==> config.mk <==
export PLATFORM = sky130hd
export DESIGN_NAME = sat_counter
export DESIGN_NICKNAME = d
export VERILOG_FILES = /design/src/rtl/sat_counter.sv
export SDC_FILE = /design/constraint.sdc
export NUM_CORES = 1
export LEC_CHECK = 0
export CORE_MARGIN = 8
export CORE_UTILIZATION = 45
export CTS_CLUSTER_SIZE = 14
export DETAILED_ROUTE_END_ITERATION = 10
export PLACE_DENSITY_LB_ADDON = 0.1
export SKIP_CTS_REPAIR_TIMING = 1
export SLEW_MARGIN = 10
export SYNTH_ARGS = -nofsm -noshare
export SYNTH_HDL_FRONTEND = slang
export SYNTH_SLANG_ARGS = --single-unit
==> constraint.sdc <==
create_clock -name CLK -period 3.15 [get_ports CLK]
set_input_delay 0.315 -clock CLK [delete_from_list [all_inputs] [get_ports CLK]]
set_output_delay 0.315 -clock CLK [all_outputs]
set_load 0.01 [all_outputs]
==> src/rtl/sat_counter.sv <==
// sat_counter: up-counter with synchronous clear that sticks at all-ones.
module sat_counter #(
    parameter int W = 16
) (
    input  logic         CLK,
    input  logic         RST_X,
    input  logic         clr,
    input  logic         inc,
    output logic [W-1:0] cnt
);
    always_ff @(posedge CLK or negedge RST_X)
        if (!RST_X) cnt <= '0;
        else if (clr) cnt <= '0;
        else if (inc && cnt != '1) cnt <= cnt + W'(1);
endmodule

==> results of run 1 <==
metal layers:
layer / vias to the layer above / share of wire, %
li1: 417 / -
met1: 429 / 43
met2: 19 / 51
met3: 4 / 4.6
met4: 0 / 1.0
met5: - / 0
layout make-up:
type / instances / area [µm²]
clock buffer: 3 / 22.5
inverter: 3 / 11.3
tap: 27 / 33.8
sequential: 16 / 400
timing repair buffer: 19 / 190
multi-input combinational: 74 / 504
fill: 206 / 800
cell usage in the layout, fill, tap and decap left out, types with 2 or more instances in the layout:
cell             Yosys  routed
dfrtp_1             16      16
and3_1               2       2
mux2_1               4       4
nor4_1               4       4
or4_1                5       5
or3_1                2       2
nand4_1              6       6
nor2b_1              4       4
a21oi_1             11      11
clkdlybuf4s50_1      0      19
o21ai_1              3       3
or4_2                2       2
inv_1                3       3
nand3_1              3       3
clkbuf_4             0       3
and4_2               2       2
nor2_1               4       4
nand2_1              6       6
o31ai_1              7       7
worst reg2reg max path, delay by kind of cell, from the launching register on:
kind	cells	cell delay (ns)
flops	1	0.45
mux	1	0.34
fa+ha+maj	1	0.26
simple gates	3	1.10
logic make-up after synthesis:
group / after synthesis / share of synthesized area [%]
AND/OR/NAND/NOR: 45 / 31.2
adder cells (fa/ha/maj): 1 / 1.33
flip-flops: 16 / 42.5
buffers and inverters: 8 / 3.98
multiplexers: 4 / 4.78
AO/OA/AOI/OAI: 24 / 16.2
power by group:
| group | total, W | switching [W] | internal [W] |
|---|---|---|---|
| Clock | 0.000110 | 0.0000655 | 0.0000445 |
| Sequential | 0.000210 | 0.00000280 | 0.000207 |
| Combinational | 0.0000261 | 0.0000164 | 0.00000971 |
worst max path at each step:
stage | to | depth (start not counted)
final | cnt[15] | 5
after global placement | cnt[9] | 5
after detailed placement | cnt[15] | 5
after global routing | cnt[15] | 5
after floorplan | cnt[15] | 5
after CTS | cnt[15] | 5
stage by stage:
stage / total power [W] / cells / utilization [%]
6_report: 0.000346 / 142 / 59.2
4_1_cts: 0.000349 / 142 / 59.2
3_3_place_gp: 0.000240 / 139 / 58.1
3_5_place_dp: 0.000241 / 139 / 58.1
5_1_grt: 0.000364 / 142 / 59.2
2_1_floorplan: 0.000226 / 98 / -
==> impl_metrics.tcl, run 1 <==
set metrics [dict create \
    status "complete, no violations" \
    r2r_cells 5 \
    reg.largest.list "cnt: 16 flops" \
    worst_setup_path_end_kind "flop" \
    die_area_um2 3810 \
    viasPerCell 6.12 \
    portBuffers 19 \
    clock_skew_ns 0.00102 \
    start_util_pct 48.0 \
    io_pins 20 \
    arrival_ns 2.42 \
    ctsHtreeMaxLevel 1 \
    rrSetupSlack_ns 0.91 \
    synthesis.instances 98 \
    hold_path.class "in2async" \
    synth-seq-area-share_pct 42.5 \
    ys_types 28 \
    diodes 0 \
    synth_most_common_cell "dfrtp_1" \
    path_class "reg2reg" \
    r2r_start "cnt[0]" \
    slew_viol_final 0 \
    setup_slack_ns 0.911 \
    irDropWorstVdd_v 0.000181 \
    slowest_stage "nor4_4" \
    yosysWarnings 0 \
    grt_use_total_pct 14.0 \
    postPlaceCellArea_um2 1140 \
    avgSynthCellArea_um2 9.61 \
    top_usage_layer "met2" \
    rows 16 \
    tightest_slew_ns 0.822 \
    cts.sinks 16 \
    insertion_delay_ns 0.29 \
    die_width_um 61.8 \
    grt_start_max_net_pins 23 \
    post-route-period-util_pct 71.1 \
    dr.pass1.iters 4 \
    r2r_end "cnt[15]" \
    grt_util_met2_pct 25.0 \
    post_route_cells_drive_above_1_share_pct 10.4 \
    synth.largest_area_cell "dfrtp_1" \
    p_leak_nw 0.451 \
    grt_overflow_total 0 \
    pwr_density_cell_nw_per_um2 298 \
    synth-edff-count 0 \
    fmax_mhz 447 \
    largest_reg_flops 16 \
    synth_fp_nets 103 \
    finalHoldViolations 0 \
    cp.buffers_inverters 0 \
    drt-total-wl_um 2280 \
    grt_pass1_wl_um 4020 \
    final-setup-viol-count 0 \
    netlist_top_cells_count "16 x dfrtp_1, 11 x a21oi_1, 7 x o31ai_1" \
    syn-cell-area_um2 942 \
    crit_path_start_kind "flop" \
    met1_usage_pct 15.4 \
    cts_tree "yes" \
    cts-root-buf "clkbuf_4" \
    ant_nets 0 \
    holdWs_ns 0.462 \
    crit_fanout 19 \
    hpwl_um 1630 \
    tns_ns 0 \
    final.min_clock_period_ns 2.24 \
    floorplan.core_area_um2 1960 \
    critical_path.top_delay_family "simple AND/OR/NAND/NOR gates" \
    slew_headroom_pct 44.8 \
    syn_to_final_growth_pct 23.4 \
    first_global_vias 897 \
    required_ns 3.33 \
    initialDrtViolationCount 10 \
    ctsLongestPathBuffers 2 \
    clk_pin_slew_ns 0.09 \
    synth.area.top_cells "dfrtp_1 42%, a21oi_1 5.8%, o31ai_1 5.6%" \
    ys_ff_latch 16 \
    cap_viol_max_count 0 \
    async_flop_share_pct 100 \
    cp_cell_sequence "ha_1 -> nand4_2 -> nor4_4 -> nor4_1 -> mux2_1" \
    regMostFlops "cnt" \
    cts_buffers 3 \
    fin_nets 122 \
    antenna_found_initial 0 \
    drcViolationCount 0 \
    stdcell_area_um2 1160 \
    synth_top_area_share_pct 42.5 \
    rsz0062_at_grt "false" \
    synth_ff_type "dfrtp_1" \
    vias 869 \
    die_y_um 61.8 \
    detail_route.wl_per_cell_um 16.1 \
    globalplace.congestion 0.786 \
    critPathMaxStageDelay_ns 0.78 \
    use_met3_pct 3.50 \
    post-place-ws_ns 0.905 \
    crit_path_start "cnt[0]" \
]
Power figures use the tool's default switching activity.
==> run 2, diff against run 1 <==
- clock period: 3.15 -> 2.28 ns (I/O delays scaled with it)
==> run 2 against run 1 <==
Effect of this change:
- first-iteration DRC count grew 80%
- critical path depth grew 1
- utilization grew 1.5 points
- worst hold slack lost 0.094 ns
- via count grew 1.2%
- total power grew 50%
- critical endpoint is now cnt[3]
==> impl_metrics.tcl, run 2 (same netlist as run 1, synthesis figures left out) <==
set metrics [dict create \
    status "complete, no violations" \
    globalplace.congestion 0.807 \
    post_route_cells_drive_above_1_share_pct 12.7 \
    drcViolationCount 0 \
    fin_nets 124 \
    r2r_end "cnt[3]" \
    ctsLongestPathBuffers 2 \
    worst_setup_path_end_kind "flop" \
    postPlaceCellArea_um2 1150 \
    ant_nets 0 \
    endpoint "cnt[3]" \
    p_sw_share_pct 23.4 \
    pwr_density_cell_nw_per_um2 436 \
    p_seq_share_pct 55.7 \
    clock_power_share_pct 37.1 \
    r2r_start "cnt[0]" \
    die_y_um 61.8 \
    dr_wl_met2_um 1100 \
    finalHoldViolations 0 \
    diodes 0 \
    crit_fanout 12 \
    ctsHtreeMaxLevel 1 \
    grt_use_total_pct 13.5 \
    final_cell_mix "19 x clkdlybuf4s50_1, 16 x dfrtp_1, 11 x a21oi_1" \
    path_class "reg2reg" \
    first_global_vias 862 \
    required_ns 2.51 \
    rrSetupSlack_ns 0.35 \
    fillers 192 \
    hold_path.class "in2async" \
    vias 879 \
    final_common_cell "clkdlybuf4s50_1" \
    syn_to_final_growth_pct 26.4 \
    regMostFlops "cnt" \
    highest_layer "met4" \
    cts-root-buf "clkbuf_4" \
    wl_met1_um 905 \
    crit_path_start "cnt[0]" \
    tightest_slew_ns 0.754 \
    irDropWorstVdd_v 0.000305 \
    detail_route.wl_per_cell_um 15.3 \
    dr.pass1.iters 4 \
    start_util_pct 48.0 \
    holdWs_ns 0.368 \
    post-route-period-util_pct 84.6 \
    fin_total_pwr_w 0.000520 \
    clk_pin_slew_ns 0.10 \
    arrival_ns 2.16 \
    cts.sinks 16 \
    p_leak_nw 0.469 \
    antenna_found_initial 0 \
    fmax_mhz 518 \
    grt_start_max_net_pins 23 \
    floorplan.core_area_um2 1960 \
    viasPerCell 6.06 \
    rsz0062_at_grt "false" \
    cts_tree "yes" \
    tns_ns 0 \
    r2r_cells 6 \
    final.min_clock_period_ns 1.93 \
    grt_pass1_wl_um 3900 \
    die_width_um 61.8 \
    cts_buffers 3 \
    cap_viol_max_count 0 \
    io_pins 20 \
    reg.largest.list "cnt: 16 flops" \
    drt-total-wl_um 2210 \
    final-setup-viol-count 0 \
    clock_skew_ns 0.00353 \
    initialDrtViolationCount 18 \
    slowest_stage "or4_2" \
    dr_wl_met3_um 162 \
    critPathMaxStageDelay_ns 0.61 \
    portBuffers 19 \
    cp.depth 6 \
    cp.buffers_inverters 1 \
    die_area_um2 3810 \
    critical_path.top_delay_family "simple AND/OR/NAND/NOR gates" \
    power.switching_w 0.000122 \
    grt_overflow_total 0 \
    hpwl_um 1620 \
    cp_cell_sequence "ha_1 -> nand4_2 -> nor4_4 -> buf_4 -> or4_2 -> a21oi_1" \
    combPwrFrac_pct 7.2 \
    slew_headroom_pct 49.6 \
    rows 16 \
    largest_reg_flops 16 \
    insertion_delay_ns 0.29 \
    stdcell_area_um2 1190 \
    crit_path_start_kind "flop" \
    intPower_w 0.000398 \
    slew_viol_final 0 \
]
-- run 2: changes by cell type in the layout (fill, tap and decap cells not counted) --
cell / change
clkbuf_8: +1
buf_4: +2
-- run 2: stage by stage --
step | instances | util [%] | setup WS [ns]
2_1_floorplan | 98 | - | 0.482
3_3_place_gp | 141 | 58.9 | 0.372
3_5_place_dp | 141 | 58.9 | 0.311
4_1_cts | 145 | 60.7 | 0.360
5_1_grt | 145 | 60.7 | 0.189
6_report | 145 | 60.7 | 0.350
-- run 2: cell type report --
type | count | area, µm² | area share, %
Timing Repair Buffer | 21 | 205 | 17.2
Inverter | 3 | 11.3 | 0.945
Multi-Input combinational cell | 74 | 504 | 42.3
Sequential cell | 16 | 400 | 33.6
Tap cell | 27 | 33.8 | 2.84
Clock buffer | 4 | 36.3 | 3.05
-- run 2: power groups by stage --
stage | logic, W | registers (W) | clock network, W
after floorplan | 0.0000160 | 0.000296 | 0
after global placement | 0.0000369 | 0.000295 | 0
after detailed placement | 0.0000385 | 0.000295 | 0
after CTS | 0.0000387 | 0.000290 | 0.000195
after global routing | 0.0000424 | 0.000290 | 0.000210
final | 0.0000375 | 0.000290 | 0.000193
-- run 2: worst min-delay path by stage --
stage,from,end,slack (ns),depth (start not counted)
3_5_place_dp,cnt[10],cnt[10],0.60,2
4_1_cts,RST_X,cnt[11],0.40,1
6_report,RST_X,cnt[9],0.37,1
5_1_grt,RST_X,cnt[11],0.41,1
2_1_floorplan,RST_X,cnt[0],-0.07,0
3_3_place_gp,cnt[14],cnt[14],0.57,2
-- run 2: worst reg2reg max path, cell delays in order (launching register included) --
cell and delay (ns):
dfrtp_1 0.44, ha_1 0.27, nand4_2 0.13, nor4_4 0.08, buf_4 0.18, or4_2 0.61
a21oi_1 0.15
-- run 2: metal layers --
layer,track usage [%],vias up
met3,3.09,5
met5,0,-
met2,23.6,32
li1,-,424
met1,14.9,418
met4,6.82,0
